**src/rtl/pc_sequencer.sv**
```systemverilog
// Fetch program counter sequencer: sequential advance, redirect arbitration
// (trap > execute redirect > decode JAL), IF/ID flush generation, one bubble
// per redirect and a saturating redirect counter.
module pc_sequencer #(
  parameter logic [31:0] RESET_VEC = 32'h0000_0000,
  parameter logic [31:0] TRAP_VEC  = 32'h0000_0100,
  parameter int          COUNT_W   = 16
) (
  input  logic               clk,
  input  logic               rst,
  input  logic               stall,
  input  logic               imemReady,
  input  logic               idJal,
  input  logic [31:0]        idJalTarget,
  input  logic               exRedirect,
  input  logic [31:0]        exTarget,
  input  logic               trapReq,
  output logic [31:0]        pc,
  output logic               fetchValid,
  output logic               flushIF,
  output logic               flushID,
  output logic               misalignErr,
  output logic [COUNT_W-1:0] redirectCount
);

  typedef enum logic [1:0] {
    BOOT     = 2'd0,
    RUN      = 2'd1,
    REDIRECT = 2'd2
  } state_t;

  state_t      state, state_next;
  logic [31:0] pc_next;
  logic        take_trap, take_ex, take_jal, accepted;
  logic        misalign;
  logic [31:0] target;

  // Increment that sticks at all-ones instead of wrapping.
  function automatic logic [COUNT_W-1:0] sat_inc(input logic [COUNT_W-1:0] v);
    if (&v) return v;
    return v + COUNT_W'(1);
  endfunction

  // Trap is taken unconditionally; the target check only applies to
  // computed redirect targets.
  function automatic logic is_misaligned(input logic [31:0] t);
    return t[1:0] != 2'b00;
  endfunction

  // State register.
  always_ff @(posedge clk) begin
    if (rst) state <= BOOT;
    else     state <= state_next;
  end

  // Redirect arbitration, flush generation and next-state/next-pc selection.
  always_comb begin
    take_trap  = 1'b0;
    take_ex    = 1'b0;
    take_jal   = 1'b0;
    target     = 32'h0;
    misalign   = 1'b0;
    accepted   = 1'b0;
    flushIF    = 1'b0;
    flushID    = 1'b0;
    state_next = state;
    pc_next    = pc;

    if (!rst && state != BOOT) begin
      // JAL only in RUN: in REDIRECT the decode slot holds a flushed instruction.
      take_trap = trapReq;
      take_ex   = exRedirect && !trapReq;
      take_jal  = idJal && !stall && (state == RUN) && !trapReq && !exRedirect;
    end

    if (take_ex)       target = exTarget;
    else if (take_jal) target = idJalTarget;

    misalign = (take_ex || take_jal) && is_misaligned(target);
    accepted = take_trap || take_ex || take_jal;

    flushIF = accepted;
    flushID = take_trap || take_ex || misalign;

    case (state)
      BOOT: state_next = RUN;
      RUN: begin
        if (accepted) begin
          state_next = REDIRECT;
          pc_next    = (take_trap || misalign) ? TRAP_VEC : target;
        end else if (!stall && imemReady) begin
          pc_next = pc + 32'd4;
        end
      end
      REDIRECT: begin
        if (accepted) pc_next = (take_trap || misalign) ? TRAP_VEC : target;
        else          state_next = RUN;
      end
      default: state_next = BOOT;
    endcase
  end

  // PC, redirect counter and registered misalignment pulse.
  always_ff @(posedge clk) begin
    if (rst) begin
      pc            <= RESET_VEC;
      redirectCount <= '0;
      misalignErr   <= 1'b0;
    end else begin
      pc          <= pc_next;
      misalignErr <= misalign;
      if (accepted) redirectCount <= sat_inc(redirectCount);
    end
  end

  assign fetchValid = (state == RUN) && !rst;

endmodule

```
**config.mk**
```make
export PLATFORM = sky130hd
export DESIGN_NAME = pc_sequencer
export DESIGN_NICKNAME = d
export VERILOG_FILES = /design/src/rtl/pc_sequencer.sv
export SDC_FILE = /design/constraint.sdc
export NUM_CORES = 1
export LEC_CHECK = 0
export BUFFER_PORTS_ARGS = -buffer_cell sky130_fd_sc_hd__buf_2
export CORE_ASPECT_RATIO = 0.8
export CORE_MARGIN = 2
export CORE_UTILIZATION = 51
export CTS_CLUSTER_DIAMETER = 60
export DETAILED_ROUTE_END_ITERATION = 7
export HOLD_SLACK_MARGIN = 0.1
export PLACE_DENSITY = 0.87
export SYNTH_ARGS = -nofsm -noshare
export SYNTH_HDL_FRONTEND = slang
export SYNTH_SLANG_ARGS = --single-unit
```
**constraint.sdc**
```tcl
create_clock -name clk -period 2.7 [get_ports clk]
set_input_delay 0.27 -clock clk [delete_from_list [all_inputs] [get_ports clk]]
set_output_delay 0.27 -clock clk [all_outputs]
set_load 0.005 [all_outputs]
```
### Word-level counts from Yosys, hierarchy flattened

Index checks and enable logic that the tools add are counted.

* register bits after elaboration: 51
* input bits: 71
* logic and storage cells: 56

* add/sub/neg operators: 2
* equal/unequal tests: 7
* mux-type cells: 17
* reductions and logical operators: 26

Operators by type and width (number)
* 2-to-1 mux 32 bit: 6
* case mux 32 bit (2 select lines): 1
* adder 32 x 3 -> 32 bit, second input constant: 1
* adder 16 x 1 -> 16 bit, second input constant: 1
* 2-to-1 mux 16 bit: 1
* AND reduction 16 bit: 1
* logical AND 1 bit: 9
* inequality test 2 bit, second input constant: 4
* 2-to-1 mux 1 bit: 6
* case mux 2 bit (3 select lines): 1
* nonzero test 2 bit: 3
* logical OR 1 bit: 5
* zero test 1 bit: 4
* 2-to-1 mux 2 bit: 2
* AND reduction 2 bit: 2
* inequality test 3 x 2 -> 1 bit, second input constant: 1
* AND reduction 3 bit: 1
* == test 2 x 1 -> 1 bit, second input constant: 1
* == test 2 bit, second input constant: 1
* zero test 2 bit: 1

### Longest topological paths before layout

Gate-level depths: netlist of run 1.

* depth after elaboration: 14
* mapped depth: 9
* gate-level depth less buffers: 8

### Worst setup path after synthesis of run 1

OpenSTA, ideal clock, no wires.

* path type: register to register
* from: register state[0]
* to: register pc[19]
* setup time: 0.095 ns
* arrival time: 2.039 ns
* data required time: 2.605 ns
* path slack: 0.566 ns
* cell stages (with the launch flop): 8
* path buffers: 1
* period minus slack after synthesis: 2.134 ns
* cell sequence: dfxtp_1 -> inv_1 -> ha_1 -> or3_4 -> buf_6 -> o221a_4 -> or4_1 -> o311ai_1

* longest elaborated chain between the ends: 13

RTL lines
* from (decl): RTL line 32 `state_t state, state_next;`
* from (signal assigned): RTL line 53 `else state <= state_next;`
* == test 2 x 1 -> 1 bit: RTL line 73, 85
* logical AND 1 bit (3 in series): RTL line 73 `take_jal = idJal && !stall && (state == RUN) && !trapReq && !exRedirect;`
* 2-to-1 mux 1 bit: RTL line 69 `if (!rst && state != BOOT) begin`
* 2-to-1 mux 32 bit: RTL line 77 `else if (take_jal) target = idJalTarget;`
* 2-to-1 mux 32 bit: RTL line 76 `if (take_ex) target = exTarget;`
* nonzero test 2 bit: RTL line 47 `return t[1:0] != 2'b00;`
* logical AND 1 bit: RTL line 79 `misalign = (take_ex || take_jal) && is_misaligned(target);`
* logical OR 1 bit: RTL line 90, 96
* 2-to-1 mux 32 bit: RTL line 90, 96
* 2-to-1 mux 32 bit (on tied branches): RTL line 96, 88
* case mux 32 bit (2 select lines): RTL line 85 `case (state)`
* to (signal assigned): RTL line 110 `pc <= pc_next;`
* to (decl): RTL line 18 `output logic [31:0] pc,`

Several ways; a longest one is shown, not always the timed one. The select of a mux whose other input is x is not followed.
A chain may end at the register's enable or synchronous reset.

### Worst setup path in the final report of run 1

* from: register state[0]
* to: register pc[8]

The elaborated chain is that of the path after synthesis.

==> impl_metrics.csv, run 1 <==
group,metric,value,unit
synth,ys_ff_latch,51,
floorplanning,core-area,6790,um2
route,via_count,4164,
clock_network,clk_latency,0.31,ns
placement,io_buffers,122,
route,routed_wl,11.4,mm
clock_network,cts_made_buffers,5,
floorplanning,rows,27,
grt,grt_pass1_wl,17.8,mm
sta,hold_viol,0,
synth,yosysWarnings,0,
synth,synth_cells,449,
placement,place_hpwl,8.25,mm
worst_setup_path,required,2.87,ns
sta,period_needed,2.57,ns
synth,avgSynthCellArea,7.89,um2
route,wire_per_inst,17.5,um
synth,yosys.area.top_type_share,0.288,
floorplanning,die_y,78.6,um
synth,async_reset_ff_frac,0,
worst_hold_path,min_from,"idJalTarget[16]",
final_layout,nFillCells,574,
final_layout,final_cell_area,4360,um2
clock_network,cts_root_buf,"clkbuf_8",
sta,setup_tns,0,ns
power,p_leak,1.69,nW
sta,relSlewSlack,0.570,
worst_setup_path,crit_fanout,24,
synth,yosysTopAreaCell,"dfxtp_1",
sta,setup_viol,0,
final_layout,fin_util,0.642,
status,status,"complete, no violations",
placement,place_inst,643,
power,max-vdd-ir-drop,0.502,mV
sta,fin_crit_sh,0.953,
clock_network,cts_tree,"built",
synth,ys_types,72,
clock_network,htreeDepth,2,
grt,grt_pass1_vias,3726,
clock_network,clock_sinks,51,
route,drt-initial-drc-count,411,
job,drv_cap,0,
worst_setup_path,r2r-end,"pc[8]$_SDFFE_PP0P_",
synth,synthFlopType,"dfxtp_1",
clock_network,cts.reportedPaths.clkPinSlew,0.10,ns
sta,maxSlewViolCount,0,
worst_hold_path,whs_path_depth,3,
grt,antenna_found_initial,0,
synth,syn-cell-area,3540,um2
worst_hold_path,hp-class,"in -> reg",
final_layout,areaGrowthSynthToFinish,23.0,%
floorplanning,dieArea,7630,um2
synth,synth_fp_nets,526,
grt,grt_max_degree,44,
synth,synth-seq-area-share,0.288,
floorplanning,pin_count,123,
route,ant_nets,0,
final_layout,final_cells,655,
placement,gp_routability_congestion,0.924,
worst_setup_path,reg2reg_from,"state[0]$_SDFFE_PP0P_",
final_layout,antennaDiodeCount,0,
sta,tightest_slew,0.645,ns
worst_setup_path,endpoint_kind,"flip-flop",
floorplanning,start_util,0.522,
sta,finalClockSkew,0.00739,ns
grt,grt_util_all_layers,0.283,
grt,grt.overflow.total,0,
final_layout,fin_nets,644,
worst_setup_path,crit_type,"reg -> reg",
floorplanning,die_w,97.2,um
route,viasPerCell,6.36,
power,p_per_area,613,nW/um2
synth,synth_area_leaders,"dfxtp_1, mux2i_1, a21oi_1",
sta,rsz0062_at_grt,"false",
sta,max_freq,389,MHz
worst_setup_path,arrival,2.74,ns
worst_setup_path,rrSetupSlack,0.13,ns
route,remaining_drc_errors,0,
synth,synth_edf_count,0,
placement,postPlaceCellArea,4230,um2
route,drt-pass1-iter-count,5,
worst_setup_path,reg2reg_depth,8,
clock_network,cts_buffer_depth,2,
clock_network,hold_buffers,0,
worst_setup_path,start_kind,"flip-flop",
final_layout,post_route_cells_drive_above_1_share,0.294,
worst_hold_path,min_to,"pc[16]$_SDFFE_PP0P_",
==> metrics by stage <==
step           hold slack, ns  total power, mW  setup slack [ns]
6_report                0.293             2.67             0.128
5_1_grt                 0.325             2.81            0.0329
4_1_cts                 0.282             2.58             0.119
3_5_place_dp            0.486             2.14             0.136
3_3_place_gp            0.483             2.09             0.307
2_1_floorplan           0.477             1.73             0.566
==> kinds of logic after synthesis <==
group	count (synthesis)	synth area share
adders and majority gates	6	0.0212
xor gates and xnor gates	7	0.0173
muxes	22	0.0625
and+or+nand+nor	184	0.283
DFF	51	0.288
buffers and inverters	49	0.0632
AOI/OAI and AO/OA	130	0.264
==> worst max path at each step <==
stage,endpoint,depth (start not counted),from,slack [ns]
floorplan,pc[19]$_SDFFE_PP0P_,7,state[0]$_SDFFE_PP0P_,0.57
global placement,pc[7]$_SDFFE_PP0P_,7,state[1]$_SDFFE_PP0P_,0.31
detailed placement,pc[2]$_SDFFE_PP0P_,7,state[1]$_SDFFE_PP0P_,0.14
CTS,pc[2]$_SDFFE_PP0P_,7,state[1]$_SDFFE_PP0P_,0.12
global route,pc[24]$_SDFFE_PP0P_,8,state[0]$_SDFFE_PP0P_,0.03
finish,pc[8]$_SDFFE_PP0P_,8,state[0]$_SDFFE_PP0P_,0.13
==> Yosys cell counts (3+ instances only) <==
master,count
nor4_1,8
or3_1,4
o32a_1,5
a31oi_1,7
nand4_1,17
o22ai_1,5
o21ai_0,22
a41oi_1,4
and4_1,4
o32ai_1,12
dfxtp_1,51
nand2_1,30
clkbuf_1,11
a211oi_1,4
or2_2,4
a22oi_1,6
inv_1,19
nor3b_1,3
o211ai_1,4
ha_1,6
nand2b_1,4
xnor2_1,7
mux2i_1,21
nand3_1,22
buf_2,13
a21oi_1,32
and3_1,11
nor2_1,35
nor3_1,25
nor2b_1,3
==> timing repair <==
item / in CTS / in global routing
gates resized for setup: 0 / 3
setup endpoints to repair: 0 / 10
setup buffers: 0 / 4
==> flip-flops by register name, summed over array words and instances (netlist names) <==
signal and count:
redirectCount 16, misalignErr 1, pc 32, state 2
==> power breakdown <==
part	internal, mW	switching, mW
registers	0.801	0.0591
logic	0.495	0.865
clock network	0.182	0.267
==> cells in the final DEF (no fill, tap or decap), types with 3 or more instances in the layout <==
| cell type | netlist | routed |
|---|---|---|
| buf_2 | 13 | 122 |
| dfxtp_1 | 51 | 51 |
| nor2_1 | 35 | 35 |
| a21oi_1 | 32 | 31 |
| nand2_1 | 30 | 30 |
| nor3_1 | 25 | 25 |
| o21ai_0 | 22 | 22 |
| nand3_1 | 22 | 22 |
| mux2i_1 | 21 | 21 |
| inv_1 | 19 | 19 |
| nand4_1 | 17 | 17 |
| buf_4 | 2 | 17 |
| o32ai_1 | 12 | 12 |
| and3_1 | 11 | 11 |
| nor4_1 | 8 | 8 |
| xnor2_1 | 7 | 7 |
| a31oi_1 | 7 | 7 |
| a22oi_1 | 6 | 6 |
| o22ai_1 | 5 | 5 |
| o32a_1 | 5 | 5 |
| ha_1 | 6 | 5 |
| clkbuf_8 | 0 | 5 |
| or2_2 | 4 | 4 |
| and4_1 | 4 | 4 |
| nand2b_1 | 4 | 4 |
| a41oi_1 | 4 | 4 |
| a211oi_1 | 4 | 4 |
| or3_1 | 4 | 4 |
| o211ai_1 | 4 | 4 |
| nor2b_1 | 3 | 3 |
| nor3b_1 | 3 | 3 |
==> final cells by class <==
cell class / instances / area (um2) / share of cell area
Tap cell: 87 / 109 / 0.0250
Sequential cell: 51 / 1020 / 0.234
Clock buffer: 6 / 72.6 / 0.0167
Inverter: 20 / 75.1 / 0.0172
Multi-Input combinational cell: 349 / 2310 / 0.530
Timing Repair Buffer: 140 / 758 / 0.174
Clock inverter: 2 / 12.5 / 0.00287
==> critical path, cell delays in order, from the launching register on <==
cell and delay, ns:
dfxtp_1 0.40, inv_1 0.08, ha_1 0.30, or3_4 0.55, o221ai_2 0.25, buf_12 0.21
o21ai_0 0.09, o21ai_0 0.40, a211oi_1 0.14
==> layer usage <==
metal  GRT usage  vias to the layer above  wire [um]  part of all wire
met5           0                        -          0                 0
met2       0.444                      286       5030              0.44
met1       0.390                     1897       4890              0.43
met3      0.0721                       22       1390              0.12
met4      0.0732                        0        150             0.013
li1            -                     1959          -                 -
Power figures use the tool's default switching activity.
==> run 2, diff against run 1 <==
--- a/config.mk
+++ b/config.mk
@@ -5,10 +5,11 @@
 export SDC_FILE = /design/constraint.sdc
 export NUM_CORES = 1
 export LEC_CHECK = 0
+export ABC_AREA = 1
 export BUFFER_PORTS_ARGS = -buffer_cell sky130_fd_sc_hd__buf_2
 export CORE_ASPECT_RATIO = 0.8
 export CORE_MARGIN = 2
-export CORE_UTILIZATION = 51
+export CORE_UTILIZATION = 52
 export CTS_CLUSTER_DIAMETER = 60
 export DETAILED_ROUTE_END_ITERATION = 7
 export HOLD_SLACK_MARGIN = 0.1
==> impl_metrics.csv, run 2 <==
group,metric,value,unit
status,status,"complete, no violations",
sta,period_needed,2.33,ns
final_layout,mostFrequentLayoutCells,"nand2_1, buf_2, nor2_1, inv_1, nand3_1",
route,wire_per_inst,14.1,um
sta,setup_viol,0,
synth,synth-seq-area-share,0.259,
clock_network,postCtsSetupRepairBufs,0,
worst_setup_path,required,2.43,ns
sta,hold_viol,0,
worst_setup_path,start_kind,"flip-flop",
clock_network,cts_tree,"built",
worst_setup_path,crit_type,"reg -> out",
power,p_leak,2.20,nW
job,drv_cap,0,
worst_setup_path,crit_start,"state[0]$_SDFFE_PP0P_",
power,p_per_area,741,nW/um2
floorplanning,core-area,7360,um2
route,ant_nets,0,
sta,timing.hold.ws,0.318,ns
clock_network,clk_latency,0.31,ns
worst_setup_path,rrSetupSlack,0.44,ns
sta,max_freq,428,MHz
clock_network,cts.reportedPaths.clkPinSlew,0.10,ns
clock_network,clock_sinks,51,
synth,ys_types,39,
sta,setup_tns,0,ns
grt,antenna_found_initial,0,
synth,ys_ff_latch,51,
sta,maxSlewViolCount,0,
sta,fin_crit_sh,0.864,
final_layout,areaGrowthSynthToFinish,18.0,%
route,drt-initial-drc-count,325,
final_layout,largest_register_ffs,32,
worst_hold_path,min_to,"pc[4]$_SDFFE_PP0P_",
synth,yosys.area.top_type_share,0.259,
floorplanning,die_w,101,um
worst_setup_path,crit_fanout,14,
final_layout,nFillCells,692,
floorplanning,pin_count,123,
clock_network,htreeDepth,2,
sta,finalClockSkew,0.00885,ns
clock_network,cts_root_buf,"clkbuf_8",
final_layout,post_route_cells_drive_above_1_share,0.222,
grt,grt.overflow.total,0,
clock_network,hold_buffers,0,
final_layout,fin_nets,836,
worst_setup_path,r2r-end,"pc[15]$_SDFFE_PP0P_",
grt,grt_max_degree,42,
synth,async_reset_ff_frac,0,
worst_hold_path,whs_path_depth,5,
final_layout,largest_register,"pc",
synth,synth_edf_count,0,
route,remaining_drc_errors,0,
synth,synthFlopType,"dfxtp_1",
synth,post-synth-top-count-cell,"nand2_1",
floorplanning,dieArea,8300,um2
worst_hold_path,hp-class,"in -> reg",
final_layout,final_common_cell,"nand2_1",
worst_hold_path,min_from,"exTarget[4]",
synth,syn-cell-area,3940,um2
placement,io_buffers,122,
floorplanning,die_y,81.9,um
floorplanning,rows,28,
floorplanning,start_util,0.536,
route,routed_wl,12.0,mm
synth,yosysTopAreaCell,"dfxtp_1",
clock_network,cts_made_buffers,5,
synth,yosys-top-cells-count,"nand2_1, nor2_1, inv_1",
sta,rsz0062_at_grt,"false",
sta,tightest_slew,0.574,ns
final_layout,antennaDiodeCount,0,
grt,grt_util_all_layers,0.284,
placement,place_hpwl,9.31,mm
grt,grt_pass1_wl,19.0,mm
worst_setup_path,reg2reg_from,"state[0]$_SDFFE_PP0P_",
route,viasPerCell,5.52,
grt,grt_pass1_vias,4060,
synth,synth_fp_nets,722,
synth,synth_area_leaders,"dfxtp_1, nand2_1, nand3_1",
clock_network,cts_resized,0,
placement,gp_routability_congestion,0.955,
synth,synth_cells,645,
final_layout,reg.largest.list,"pc: 32 flops, redirectCount: 16 flops, state: 2 flops",
route,drt-pass1-iter-count,5,
worst_setup_path,endpoint_kind,"output port",
route,via_count,4696,
worst_setup_path,arrival,2.06,ns
clock_network,cts_buffer_depth,2,
synth,yosysWarnings,0,
power,max-vdd-ir-drop,0.546,mV
worst_setup_path,reg2reg_depth,13,
sta,relSlewSlack,0.614,
synth,avgSynthCellArea,6.11,um2
run 2: cell types whose count changed after synthesis, moves of 12 or more:
cell     change
nand3_1     +38
a21oi_1     +20
nor2_1      +35
o21ai_1     +19
o32ai_1     -12
inv_1       +47
nand2_1    +159
mux2i_1     -21
run 2: how the worst max path moves through the flow:
stage | endpoint | slack (ns) | cells after the start
floorplan | pc[15]$_SDFFE_PP0P_ | 0.89 | 13
global placement | pc[15]$_SDFFE_PP0P_ | 0.59 | 13
detailed placement | pc[15]$_SDFFE_PP0P_ | 0.47 | 13
CTS | flushID | 0.38 | 11
global route | flushID | 0.19 | 11
finish | flushID | 0.37 | 11
run 2: cell type report:
type / instances / area [um2] / share of cell area
clock inverter: 1 / 5.00 / 0.00108
tap: 90 / 113 / 0.0242
inverter: 69 / 262 / 0.0562
sequential: 51 / 1020 / 0.219
multi-input combinational: 500 / 2490 / 0.535
clock buffer: 7 / 76.3 / 0.0164
timing repair buffer: 132 / 686 / 0.147
run 2: per-layer routing:
metal | GRT usage | share of wire
met3 | 0.0460 | 0.094
met2 | 0.467 | 0.45
met1 | 0.394 | 0.45
met4 | 0.0608 | 0.011
met5 | 0 | 0
run 2: cells by family (layout without fill, tap and decap cells):
| kind of cell | count (synthesis) | in the layout | synth area share |
|---|---|---|---|
| AND/OR/NAND/NOR | 375 | 375 | 0.439 |
| buffers and inverters | 94 | 209 | 0.111 |
| flip-flops | 51 | 51 | 0.259 |
| AO/OA/AOI/OAI | 104 | 104 | 0.139 |
| XOR/XNOR | 15 | 15 | 0.0333 |
| adder cells (fa/ha/maj) | 6 | 6 | 0.0190 |
run 2: worst max-delay path: stages, from the launching register on:
cell,delay [ns]
dfxtp_1,0.38
inv_1,0.09
ha_1,0.25
nor2_4,0.19
nand2_4,0.09
nor2_8,0.22
nand2_1,0.09
nand2_1,0.08
nor2_2,0.04
buf_4,0.17
nand2_1,0.06
buf_2,0.10
run 2: where the power goes:
part / internal [mW] / switching [mW] / total (mW)
Combinational: 0.685 / 1.20 / 1.89
Clock: 0.183 / 0.263 / 0.446
Sequential: 0.914 / 0.203 / 1.12
run 2: through the flow:
stage	power (mW)	utilization	setup slack [ns]	cells	instance area, um2
6_report	3.45	0.632	0.366	850	4650
3_3_place_gp	2.93	0.621	0.594	842	4570
4_1_cts	3.43	0.632	0.382	850	4650
5_1_grt	3.72	0.632	0.192	850	4650
2_1_floorplan	2.58	-	0.886	645	3940
3_5_place_dp	2.99	0.621	0.465	842	4570
==> run 3, diff against run 2 <==
==> config.mk (replaced) <==
export PLATFORM = sky130hd
export DESIGN_NAME = pc_sequencer
export DESIGN_NICKNAME = d
export VERILOG_FILES = /design/src/rtl/pc_sequencer.sv
export SDC_FILE = /design/constraint.sdc
export NUM_CORES = 1
export LEC_CHECK = 0
export CORE_ASPECT_RATIO = 0.8
export CORE_MARGIN = 2
export CORE_UTILIZATION = 55
export CTS_CLUSTER_DIAMETER = 60
export DETAILED_ROUTE_END_ITERATION = 7
export DONT_BUFFER_PORTS = 1
export HOLD_SLACK_MARGIN = 0.1
export PLACE_DENSITY = 0.76
export SYNTH_ARGS = -nofsm -noshare
export SYNTH_HDL_FRONTEND = slang
export SYNTH_SLANG_ARGS = --single-unit
==> impl_metrics.csv, run 3 (same netlist as run 1, synthesis figures left out) <==
group,metric,value,unit
sta,fin_crit_sh,0.924,
worst_setup_path,required,2.94,ns
clock_network,cts_root_buf,"clkbuf_8",
worst_setup_path,crit_cells,7,
final_layout,nFillCells,602,
final_layout,final_cell_area,3750,um2
final_layout,antennaDiodeCount,0,
placement,place_hpwl,7.91,mm
worst_setup_path,rrSetupSlack,0.20,ns
final_layout,areaGrowthSynthToFinish,5.90,%
final_layout,largest_register_ffs,32,
final_layout,final_common_cell,"dfxtp_1",
clock_network,cts_made_buffers,5,
worst_setup_path,slowest_stage,"or3_1",
sta,tightest_slew,0.612,ns
clock_network,htreeDepth,2,
worst_setup_path,start_kind,"flip-flop",
clock_network,postCtsSetupRepairBufs,0,
worst_setup_path,reg2reg_from,"state[0]$_SDFFE_PP0P_",
worst_setup_path,critPathMaxStageDelay,0.45,ns
route,routed_wl,10.9,mm
power,share_comb_of_total_power,0.449,
placement,gp_routability_congestion,0.913,
power,p_seq_frac,0.333,
floorplanning,rows,26,
floorplanning,core-area,6310,um2
power,clockPowerShare,0.218,
worst_setup_path,r2r-end,"pc[17]$_SDFFE_PP0P_",
clock_network,clk_latency,0.32,ns
worst_setup_path,crit_start,"state[0]$_SDFFE_PP0P_",
final_layout,fin_nets,520,
power,p_leak,1.14,nW
final_layout,final_cells,528,
final_layout,mostFrequentLayoutCells,"dfxtp_1, nor2_1, a21oi_1, nand2_1, nor3_1",
grt,grt_max_degree,36,
worst_setup_path,endpoint_kind,"flip-flop",
grt,grt_util_all_layers,0.297,
route,viasPerCell,6.90,
sta,hold_viol,0,
worst_setup_path,arrival,2.74,ns
final_layout,largest_register,"pc",
worst_setup_path,cp_cell_sequence,"inv_1 -> ha_1 -> nor2b_1 -> a21boi_1 -> a21oi_2 -> or3_1 -> o221ai_1",
power,p_per_area,695,nW/um2
power,p_int,1.47,mW
sta,finalClockSkew,0.00877,ns
worst_setup_path,crit_fanout,6,
route,via_count,3641,
route,remaining_drc_errors,0,
sta,timing.hold.ws,0.123,ns
worst_setup_path,crit_type,"reg -> reg",
grt,antenna_found_initial,0,
floorplanning,dieArea,7100,um2
sta,setup_viol,0,
floorplanning,die_y,75.8,um
route,drt-initial-drc-count,378,
grt,grt.overflow.total,0,
route,ant_nets,0,
floorplanning,die_w,93.7,um
worst_setup_path,critPathCapture,"pc[17]$_SDFFE_PP0P_",
route,drt-pass1-iter-count,6,
floorplanning,pin_count,123,
final_layout,post_route_cells_drive_above_1_share,0.0968,
status,status,"complete, no violations",
clock_network,cts_tree,"built",
worst_hold_path,hp-class,"in -> reg",
placement,io_buffers,0,
worst_setup_path,reg2reg_depth,7,
sta,setup_tns,0,ns
clock_network,cts.reportedPaths.clkPinSlew,0.10,ns
floorplanning,start_util,0.561,
sta,maxSlewViolCount,0,
route,wire_per_inst,20.6,um
sta,rsz0062_at_grt,"false",
power,power.total,2.61,mW
grt,grt_pass1_vias,3265,
worst_setup_path,crit_buf_inv,1,
clock_network,cts_buffer_depth,2,
sta,relSlewSlack,0.589,
placement,place_inst,519,
sta,period_needed,2.50,ns
placement,postPlaceCellArea,3610,um2
grt,grt_pass1_wl,16.4,mm
power,max-vdd-ir-drop,0.410,mV
sta,max_freq,401,MHz
power,switching_share,0.436,
job,drv_cap,0,
power,switching_power,1.14,mW
final_layout,reg.largest.list,"pc: 32 flops, redirectCount: 16 flops, state: 2 flops",
worst_setup_path,cp_top_family,"simple AND/OR/NAND/NOR gates",
clock_network,clock_sinks,51,
run 3: worst min-delay path by stage:
stage / from / endpoint / slack (ns) / cells after the start
3_5_place_dp: rst / redirectCount[1]$_SDFFE_PP0P_ / 0.35 / 1
2_1_floorplan: redirectCount[13]$_SDFFE_PP0P_ / redirectCount[13]$_SDFFE_PP0P_ / 0.48 / 2
4_1_cts: rst / redirectCount[13]$_SDFFE_PP0P_ / 0.12 / 3
5_1_grt: rst / redirectCount[12]$_SDFFE_PP0P_ / 0.11 / 2
6_report: rst / redirectCount[12]$_SDFFE_PP0P_ / 0.12 / 2
3_3_place_gp: rst / redirectCount[1]$_SDFFE_PP0P_ / 0.35 / 1
run 3: metal layers:
layer,vias up,global-route usage,part of all wire
met2,232,0.441,0.43
met1,1687,0.429,0.43
met4,0,0.0692,0.0074
met3,12,0.0851,0.14
li1,1710,-,-
met5,-,0,0
run 3: power by group through the flow:
stage / combinational (mW) / clock [mW] / sequential [mW]
3_3_place_gp: 1.08 / 0 / 0.884
5_1_grt: 1.28 / 0.597 / 0.880
4_1_cts: 1.13 / 0.570 / 0.869
3_5_place_dp: 1.12 / 0 / 0.887
6_report: 1.17 / 0.568 / 0.869
2_1_floorplan: 0.869 / 0 / 0.865
run 3: cell type report:
type                            instances  area [um2]  area share
Inverter                               20        75.1      0.0200
Sequential cell                        51        1020       0.272
Timing Repair Buffer                   16         133      0.0353
Tap cell                               84         105      0.0280
Clock buffer                            5        68.8      0.0183
Clock inverter                          3        46.3      0.0123
Multi-Input combinational cell        349        2300       0.614
run 3: timing repair:
| action | 4_1_cts | 5_1_grt |
|---|---|---|
| hold buffers | 1 | 0 |
| resized for setup | 0 | 2 |
| hold endpoints to repair | 35 | 0 |
| endpoints found under the setup margin | 0 | 4 |
run 3: per-stage QoR:
stage | utilization | setup slack (ns)
CTS | 0.594 | 0.180
global route | 0.595 | 0.0116
global placement | 0.572 | 0.323
floorplan | - | 0.566
finish | 0.595 | 0.205
detailed placement | 0.572 | 0.207
